===== config.mk =====
export PLATFORM = sky130hd
export DESIGN_NAME = rtc_displaydriver
export DESIGN_NICKNAME = d
export VERILOG_FILES = /design/src/rtl/rtc_pkg.sv /design/src/rtl/rtc_bcd_to_seg.sv /design/src/rtl/rtc_displaydriver.sv
export SDC_FILE = /design/constraint.sdc
export NUM_CORES = 1
export LEC_CHECK = 0
export ABC_AREA = 1
export CAP_MARGIN = 20
export CELL_PAD_IN_SITES_DETAIL_PLACEMENT = 1
export CELL_PAD_IN_SITES_GLOBAL_PLACEMENT = 1
export CORE_MARGIN = 3
export CORE_UTILIZATION = 45
export DETAILED_ROUTE_END_ITERATION = 10
export DONT_BUFFER_PORTS = 1
export PLACE_DENSITY_LB_ADDON = 0.08
export SYNTH_ARGS = -nofsm -noshare
export SYNTH_HDL_FRONTEND = slang
export SYNTH_SLANG_ARGS = --single-unit

===== constraint.sdc =====
create_clock -name i_sclk -period 2.12 [get_ports i_sclk]
set_input_delay 0.53 -clock i_sclk [delete_from_list [all_inputs] [get_ports i_sclk]]
set_output_delay 0.53 -clock i_sclk [all_outputs]
set_load 0.01 [all_outputs]

===== src/rtl/rtc_pkg.sv =====
// rtl/rtc_pkg.sv - shared segment codes and display state type for the stopwatch display driver
package rtc_pkg;

  localparam logic [7:0] SEG_BLANK = 8'hFF;
  localparam logic [7:0] SEG_DASH  = 8'hBF;

  // Active-low patterns, bit0=a .. bit6=g, bit7=dp held off
  localparam logic [7:0] SEG_LUT [0:9] = '{
    8'hC0, 8'hF9, 8'hA4, 8'hB0, 8'h99,
    8'h92, 8'h82, 8'hF8, 8'h80, 8'h90
  };

  typedef enum logic {
    LIVE   = 1'b0,
    FROZEN = 1'b1
  } disp_state_t;

endpackage


===== src/rtl/rtc_bcd_to_seg.sv =====
// rtl/rtc_bcd_to_seg.sv - combinational BCD nibble to active-low 7-segment pattern
module rtc_bcd_to_seg
  import rtc_pkg::*;
(
  input  logic [3:0] nibble,
  input  logic       blank,
  output logic [7:0] seg
);

  // Blank wins; non-decimal nibbles show a dash so bad data is visible
  always_comb begin
    seg = SEG_DASH;
    if (blank) begin
      seg = SEG_BLANK;
    end else if (nibble <= 4'd9) begin
      seg = SEG_LUT[nibble];
    end
  end

endmodule


===== src/rtl/rtc_displaydriver.sv =====
// rtl/rtc_displaydriver.sv - six-digit 7-segment driver with lap freeze, leading-zero blank and paused blink
module rtc_displaydriver
  import rtc_pkg::*;
#(
  parameter int BLINK_DIV = 50_000_000,
  parameter int LZ_BLANK  = 1
) (
  input  logic        i_sclk,
  input  logic        i_reset_n,
  input  logic [23:0] i_digit_bcd,
  input  logic        i_valid,
  input  logic        i_running,
  input  logic        i_lap,
  output logic [7:0]  o_segout1,
  output logic [7:0]  o_segout2,
  output logic [7:0]  o_segout3,
  output logic [7:0]  o_segout4,
  output logic [7:0]  o_segout5,
  output logic [7:0]  o_segout6,
  output logic        o_lap_active
);

  localparam int          CNT_W      = (BLINK_DIV > 2) ? $clog2(BLINK_DIV) : 1;
  localparam logic [CNT_W-1:0] BLINK_LAST = CNT_W'(BLINK_DIV - 1);
  localparam logic [7:0]  SEG_RST_HI = (LZ_BLANK != 0) ? SEG_BLANK : SEG_LUT[0];

  disp_state_t       state, state_nxt;
  logic [23:0]       disp, disp_nxt;
  logic [23:0]       shadow;
  logic [CNT_W-1:0]  blink_cnt;
  logic              phase_on;
  logic              blink_act;
  logic [5:0]        blank;
  logic [5:0][7:0]   seg_enc;
  logic [5:0][7:0]   seg_q;

  // State, shown value and latest-input shadow; shadow captures every strobe regardless of state
  always_ff @(posedge i_sclk or negedge i_reset_n) begin
    if (!i_reset_n) begin
      state  <= LIVE;
      disp   <= '0;
      shadow <= '0;
    end else begin
      state <= state_nxt;
      disp  <= disp_nxt;
      if (i_valid) begin
        shadow <= i_digit_bcd;
      end
    end
  end

  // LIVE follows the input; FROZEN holds until the next lap strobe, then jumps to the newest value
  always_comb begin
    state_nxt = state;
    disp_nxt  = disp;
    case (state)
      LIVE: begin
        if (i_valid) disp_nxt = i_digit_bcd;
        if (i_lap)   state_nxt = FROZEN;
      end
      FROZEN: begin
        if (i_lap) begin
          state_nxt = LIVE;
          disp_nxt  = i_valid ? i_digit_bcd : shadow;
        end
      end
      default: state_nxt = LIVE;
    endcase
  end

  assign o_lap_active = (state == FROZEN);

  // Leading-zero chain: a digit blanks only if it is zero and everything above it is blank
  always_comb begin
    blank    = '0;
    blank[5] = (LZ_BLANK != 0) && (disp[23:20] == 4'd0);
    blank[4] = blank[5] && (disp[19:16] == 4'd0);
    blank[3] = blank[4] && (disp[15:12] == 4'd0);
  end

  for (genvar g = 0; g < 6; g++) begin : g_enc
    rtc_bcd_to_seg u_enc (
      .nibble (disp[4*g +: 4]),
      .blank  (blank[g]),
      .seg    (seg_enc[g])
    );
  end

  assign blink_act = (state == LIVE) && !i_running && (disp != 24'd0);

  // Blink half-period counter; parked at zero with phase ON whenever blinking is not wanted
  always_ff @(posedge i_sclk or negedge i_reset_n) begin
    if (!i_reset_n) begin
      blink_cnt <= '0;
      phase_on  <= 1'b1;
    end else if (!blink_act) begin
      blink_cnt <= '0;
      phase_on  <= 1'b1;
    end else if (blink_cnt == BLINK_LAST) begin
      blink_cnt <= '0;
      phase_on  <= ~phase_on;
    end else begin
      blink_cnt <= blink_cnt + 1'b1;
    end
  end

  // Registered outputs: encoded shown value, or all dark during the blink OFF phase
  always_ff @(posedge i_sclk or negedge i_reset_n) begin
    if (!i_reset_n) begin
      seg_q[5] <= SEG_RST_HI;
      seg_q[4] <= SEG_RST_HI;
      seg_q[3] <= SEG_RST_HI;
      seg_q[2] <= SEG_LUT[0];
      seg_q[1] <= SEG_LUT[0];
      seg_q[0] <= SEG_LUT[0];
    end else begin
      for (int i = 0; i < 6; i++) begin
        seg_q[i] <= (blink_act && !phase_on) ? SEG_BLANK : seg_enc[i];
      end
    end
  end

  assign o_segout1 = seg_q[0];
  assign o_segout2 = seg_q[1];
  assign o_segout3 = seg_q[2];
  assign o_segout4 = seg_q[3];
  assign o_segout5 = seg_q[4];
  assign o_segout6 = seg_q[5];

endmodule

* Word-level counts from Yosys, hierarchy flattened
Memories as Yosys holds them, arrays and structs flattened.
Index checks and enable logic that the tools add are counted.
** Cells by class
- Add/sub/neg operators :: 1
- Order comparisons :: 12
- Equal/unequal tests :: 4
- Multiplexer cells :: 38
- Bitwise gates (word level) :: 8
- Reductions and logical operators :: 12
** Operator list (count)
- 8-bit two-way mux :: 27
- 24-bit two-way mux :: 3
- 26-bit two-way mux :: 2
- 24-bit one-hot mux with 2 select lines :: 1
- 5-bit greater-or-equal comparator (second input constant) :: 6
- 4-bit NOT with 5-bit output :: 6
- 26-bit by 1-bit adder with 26-bit output (second input constant) :: 1
- 26-bit equality test (second input constant) :: 1
- 4-bit <= comparator (second input constant) :: 6
- 24-bit nonzero test :: 1
- 4-bit zero test :: 3
- 1-bit logical AND :: 5
- 1-bit two-way mux :: 4
- 2-bit inequality test (second input constant) :: 2
- 1-bit zero test :: 2
- 2-bit by 1-bit inequality test with 1-bit output (second input constant) :: 1
- 1-bit NOT :: 2
- 1-bit one-hot mux with 2 select lines :: 1
- 2-bit AND reduction :: 1
** Storage, ports and cells
- Register bits :: 124
- Bits in read-only memories :: 768
- Input port bits :: 29
- Output and inout port bits :: 49
- Memories kept :: 6
** Memory list
- (no name shown) :: words 16, bits a word 8, read ports 1, clocked after memory_dff 0, write ports 0, line rtc_bcd_to_seg.sv:16 : seg = SEG_LUT[nibble];
- (no name shown) :: words 16, bits a word 8, read ports 1, clocked after memory_dff 0, write ports 0, line rtc_bcd_to_seg.sv:16
- (no name shown) :: words 16, bits a word 8, read ports 1, clocked after memory_dff 0, write ports 0, line rtc_bcd_to_seg.sv:16
- (no name shown) :: words 16, bits a word 8, read ports 1, clocked after memory_dff 0, write ports 0, line rtc_bcd_to_seg.sv:16
- (no name shown) :: words 16, bits a word 8, read ports 1, clocked after memory_dff 0, write ports 0, line rtc_bcd_to_seg.sv:16
- (no name shown) :: words 16, bits a word 8, read ports 1, clocked after memory_dff 0, write ports 0, line rtc_bcd_to_seg.sv:16

* Longest topological paths before layout
- Depth in word-level cells :: 7
- Depth in mapped cells :: 10
- Depth with buffers taken out :: 9

* By module
From an unflattened synthesis, not the netlist that was laid out.
** Second synthesis, totals
- Cell total of the unflattened synthesis :: 841
- Area, all modules :: 6790.3 um^2
** Modules (own cells, without submodules)
- rtc_displaydriver :: times used 1, cells each 607, area each 5401.4 um^2
- rtc_bcd_to_seg :: times used 6, cells each 39, area each 231.5 um^2

* Worst setup path before layout
No wires, ideal clock.
- Path kind :: register to register
- Start :: register disp[20]
- End :: register seg_q, in the netlist o_segout2[0]
- Library setup time :: 142 ps
- Data arrival time :: 1366 ps
- Required time :: 1978 ps
- Slack :: 611 ps
- Cell stages (with the launch flop) :: 11
- Period minus slack after synthesis :: 1509 ps
- Path through :: dfrtp_1 > inv_1 > ha_1 > nand2_2 > nor2_4 > nand3_2 > nand2_2 > inv_4 > nand2_8 > buf_6 > nand3_1
** Between the ends
- Longest elaborated chain between the ends :: 4
** Ends and longest elaborated chain
- start: declaration :: line rtc_displaydriver.sv:28 : logic [23:0] disp, disp_nxt;
- start signal: assignment :: line rtc_displaydriver.sv:45 : disp <= disp_nxt;
- 24-bit nonzero test :: line rtc_displaydriver.sv:89 : assign blink_act = (state == LIVE) && !i_running && (disp != 24'd0);
- 1-bit logical AND :: line rtc_displaydriver.sv:89
- 1-bit logical AND :: line rtc_displaydriver.sv:118 : seg_q[i] <= (blink_act && !phase_on) ? SEG_BLANK : seg_enc[i];
- 8-bit two-way mux :: line rtc_displaydriver.sv:118
- end signal: indexed assignment :: line rtc_displaydriver.sv:118
- end: declaration :: line rtc_displaydriver.sv:35 : logic [5:0][7:0] seg_q;
Every way passes these cells.
A chain may end at the register's enable or synchronous reset.

* Worst setup path in the final report
- Start :: register disp[21]
- End :: register blink_cnt[17]
** Between the ends
- Longest elaborated chain between the ends :: 3
** Ends and longest elaborated chain
- 24-bit nonzero test :: line rtc_displaydriver.sv:89
- 1-bit logical AND :: line rtc_displaydriver.sv:89
- 26-bit two-way mux :: line rtc_displaydriver.sv:96 : end else if (!blink_act) begin
- end signal: assignment :: line rtc_displaydriver.sv:103 : blink_cnt <= blink_cnt + 1'b1;
- end: declaration :: line rtc_displaydriver.sv:30 : logic [CNT_W-1:0] blink_cnt;
Every way passes these cells.

==> flow_metrics.env <==
export IMPL_cap_viol_max_count=0
export IMPL_crit_required_ns=2.41
export IMPL_n_fill_cell=1542
export IMPL_ant_nets=0
export IMPL_synthArstFlopShare=1.00
export IMPL_die_h_um=122
export IMPL_core_rowCount=41
export IMPL_violations="hold timing"
export IMPL_stdcell_area_mm2=0.00675
export IMPL_status="finished, violations left"
export IMPL_ys_ff_latch=118
export IMPL_slew_viol_final=0
export IMPL_routedWlPerCell_um=15.6
export IMPL_firstDrtPassIters=4
export IMPL_dp_hpwl_mm=10.1
export IMPL_fin_crit_sh=0.826
export IMPL_syn_instance_count=712
export IMPL_worstPathArrival_ns=2.04
export IMPL_clockBufferDepth=2
export IMPL_clk_latency_ns=0.42
export IMPL_r2r_start="disp[21]$_DFFE_PN0P_"
export IMPL_yosysWarnings=0
export IMPL_yosys_area_top_type_share=0.388
export IMPL_r2r_setup_slack_ns=0.37
export IMPL_ys_seq_area_frac=0.497
export IMPL_grt_ovfl_total=0
export IMPL_layout_min_cycle_time_ns=1.75
export IMPL_drt_iter0_drc=145
export IMPL_crit_path_end_kind="flop"
export IMPL_routed_via_density=5.02
export IMPL_p_leak_nw=3.09
export IMPL_area_delta_synth_final_pct=12.4
export IMPL_track_usage=0.206
export IMPL_r2r_end="blink_cnt[17]$_DFF_PN0_"
export IMPL_cts_buffers=17
export IMPL_cts_htree_levels=4
export IMPL_initial_core_util=0.468
export IMPL_power_density_mw_per_mm2=1330
export IMPL_whs_ns=-0.194
export IMPL_fin_worst_skew_ns=0.00787
export IMPL_layout_nets=778
export IMPL_critPathKind="flop to flop"
export IMPL_cts_resized=0
export IMPL_setup_tns_ns=0
export IMPL_antenna_cells=0
export IMPL_numPortBuffers=0
export IMPL_drive_gt1_frac=0.130
export IMPL_ys_top_cells_by_area="dfrtp_1 39%, dfstp_2 11%, nand2_1 9.1%"
export IMPL_antenna_found_initial=0
export IMPL_synth_edf_count=0
export IMPL_grt_pass1_wl_mm=23.8
export IMPL_die_w_um=122
export IMPL_hold_viol_final=117
export IMPL_yosysUniqueCellTypes=34
export IMPL_setup_viol=0
export IMPL_cts_setup_buffers=0
export IMPL_grt_pass1_vias=4835
export IMPL_wl_mm=14.1
export IMPL_synthFlopType="dfrtp_1"
export IMPL_yosysTopAreaCell="dfrtp_1"
export IMPL_cts_sinks=118
export IMPL_netlist_area_mm2=0.00600
export IMPL_clock_root_buffer="clkbuf_16"
export IMPL_clk_pin_slew_ns=0.05
export IMPL_io_pins=78
export IMPL_reg2reg_depth=9
export IMPL_peakVddDrop_v=0.000984
export IMPL_cts_tree="yes"
export IMPL_core_area_mm2=0.0128
export IMPL_start_kind="flop"
export IMPL_via_count=4524
export IMPL_crit_fanout=14
export IMPL_place_area_mm2=0.00612
export IMPL_fmax_ghz=0.571
export IMPL_synth_common_cells="145 x nand2_1, 105 x inv_1, 93 x dfrtp_1"
export IMPL_drc_errors=0
export IMPL_synth_area_per_cell_um2=8.43
export IMPL_grt_setup_unrepaired="no"
export IMPL_place_gp_congestion=0.849
export IMPL_grt_max_degree=119
export IMPL_hold_class="primary input to async pin"
export IMPL_die_area_mm2=0.0148
export IMPL_yosysMostFrequentCell="nand2_1"
flip-flops by register name (all words and copies together) (netlist names):
| signal | count |
|---|---|
| blink_cnt | 26 |
| disp | 24 |
| o_lap_active | 1 |
| o_segout1 | 7 |
| o_segout2 | 7 |
| o_segout3 | 7 |
| o_segout4 | 7 |
| o_segout5 | 7 |
| o_segout6 | 7 |
| phase_on | 1 |
| shadow | 24 |
layout by cell type, fill, tap and decap left out, drive strengths merged:
| master | n |
|---|---|
| nand4 | 2 |
| conb | 6 |
| nand3 | 54 |
| xor2 | 7 |
| clkinv | 4 |
| o211ai | 7 |
| buf | 2 |
| nor3 | 4 |
| xnor2 | 9 |
| bufinv | 4 |
| nor2 | 92 |
| dfstp | 25 |
| dfrtp | 93 |
| clkbuf | 20 |
| inv | 108 |
| o21ai | 72 |
| or2 | 24 |
| nand2 | 150 |
| clkinvlp | 3 |
| o31ai | 3 |
| a21oi | 6 |
| and2 | 1 |
| o21a | 2 |
| ha | 32 |
routing by layer:
layer / track usage / share of wire / up-vias
met5: 0 / 0 / -
met4: 0.0700 / 0.017 / 0
met3: 0.0606 / 0.039 / 22
met2: 0.358 / 0.51 / 72
met1: 0.245 / 0.43 / 2219
li1: - / - / 2211
area by class of cell:
cell class | count | area, um^2 | share of cell area
well taps | 172 | 215 | 0.0319
multi-input cells | 471 | 2490 | 0.368
flip-flops and latches | 118 | 2980 | 0.442
repair buffers | 2 | 27.5 | 0.00408
inverters | 107 | 404 | 0.0599
clock buffers | 20 | 457 | 0.0677
clock inverters | 12 | 175 | 0.0259
worst max-delay path, stage by stage, from the launching register on:
cell and delay [ns]:
dfrtp_1 0.41, inv_1 0.13, ha_1 0.22, nand2_2 0.10, nor2_4 0.16, nand3_2 0.08
nand2_2 0.09, inv_4 0.06, nand2_2 0.26, nor2_1 0.10
where the power goes:
group / internal, mW / switching [mW]
Combinational: 0.765 / 1.39
Sequential: 3.02 / 0.698
Clock: 2.03 / 1.05
Total: 5.81 / 3.14
worst max-delay path by stage:
stage / startpoint / end / slack, ns / cells after the start
after global placement: disp[8]$_DFFE_PN0P_ / blink_cnt[17]$_DFF_PN0_ / 0.42 / 9
after floorplan: disp[20]$_DFFE_PN0P_ / o_segout2[0]$_DFF_PN0_ / 0.61 / 10
after global routing: disp[8]$_DFFE_PN0P_ / o_segout3[0]$_DFF_PN0_ / 0.17 / 9
after CTS: disp[9]$_DFFE_PN0P_ / o_segout3[0]$_DFF_PN0_ / 0.33 / 9
after detailed placement: disp[9]$_DFFE_PN0P_ / blink_cnt[12]$_DFF_PN0_ / 0.34 / 9
final: disp[21]$_DFFE_PN0P_ / blink_cnt[17]$_DFF_PN0_ / 0.37 / 9
cells by family (layout without fill, tap and decap cells):
group / Yosys count / after routing / share of synthesized area
adder cells (fa/ha/maj): 32 / 32 / 0.0667
buffers and inverters: 128 / 141 / 0.0919
other: 1 / 6 / 0.000625
flip-flops: 118 / 118 / 0.497
XOR/XNOR: 16 / 16 / 0.0233
AND/OR/NAND/NOR: 327 / 327 / 0.239
AO/OA/AOI/OAI: 90 / 90 / 0.0813
stage by stage:
| stage | hold WS (ns) | util | std cells | setup slack, ns | power (mW) |
|---|---|---|---|---|---|
| 3_3_place_gp | 0.237 | 0.477 | 870 | 0.416 | 5.76 |
| 5_1_grt | -0.223 | 0.526 | 902 | 0.166 | 9.60 |
| 4_1_cts | -0.215 | 0.526 | 902 | 0.332 | 9.07 |
| 6_report | -0.194 | 0.526 | 902 | 0.370 | 8.94 |
| 2_1_floorplan | 0.234 | - | 717 | 0.611 | 5.21 |
| 3_5_place_dp | 0.237 | 0.477 | 870 | 0.340 | 5.91 |
Power figures use the tool's default switching activity.
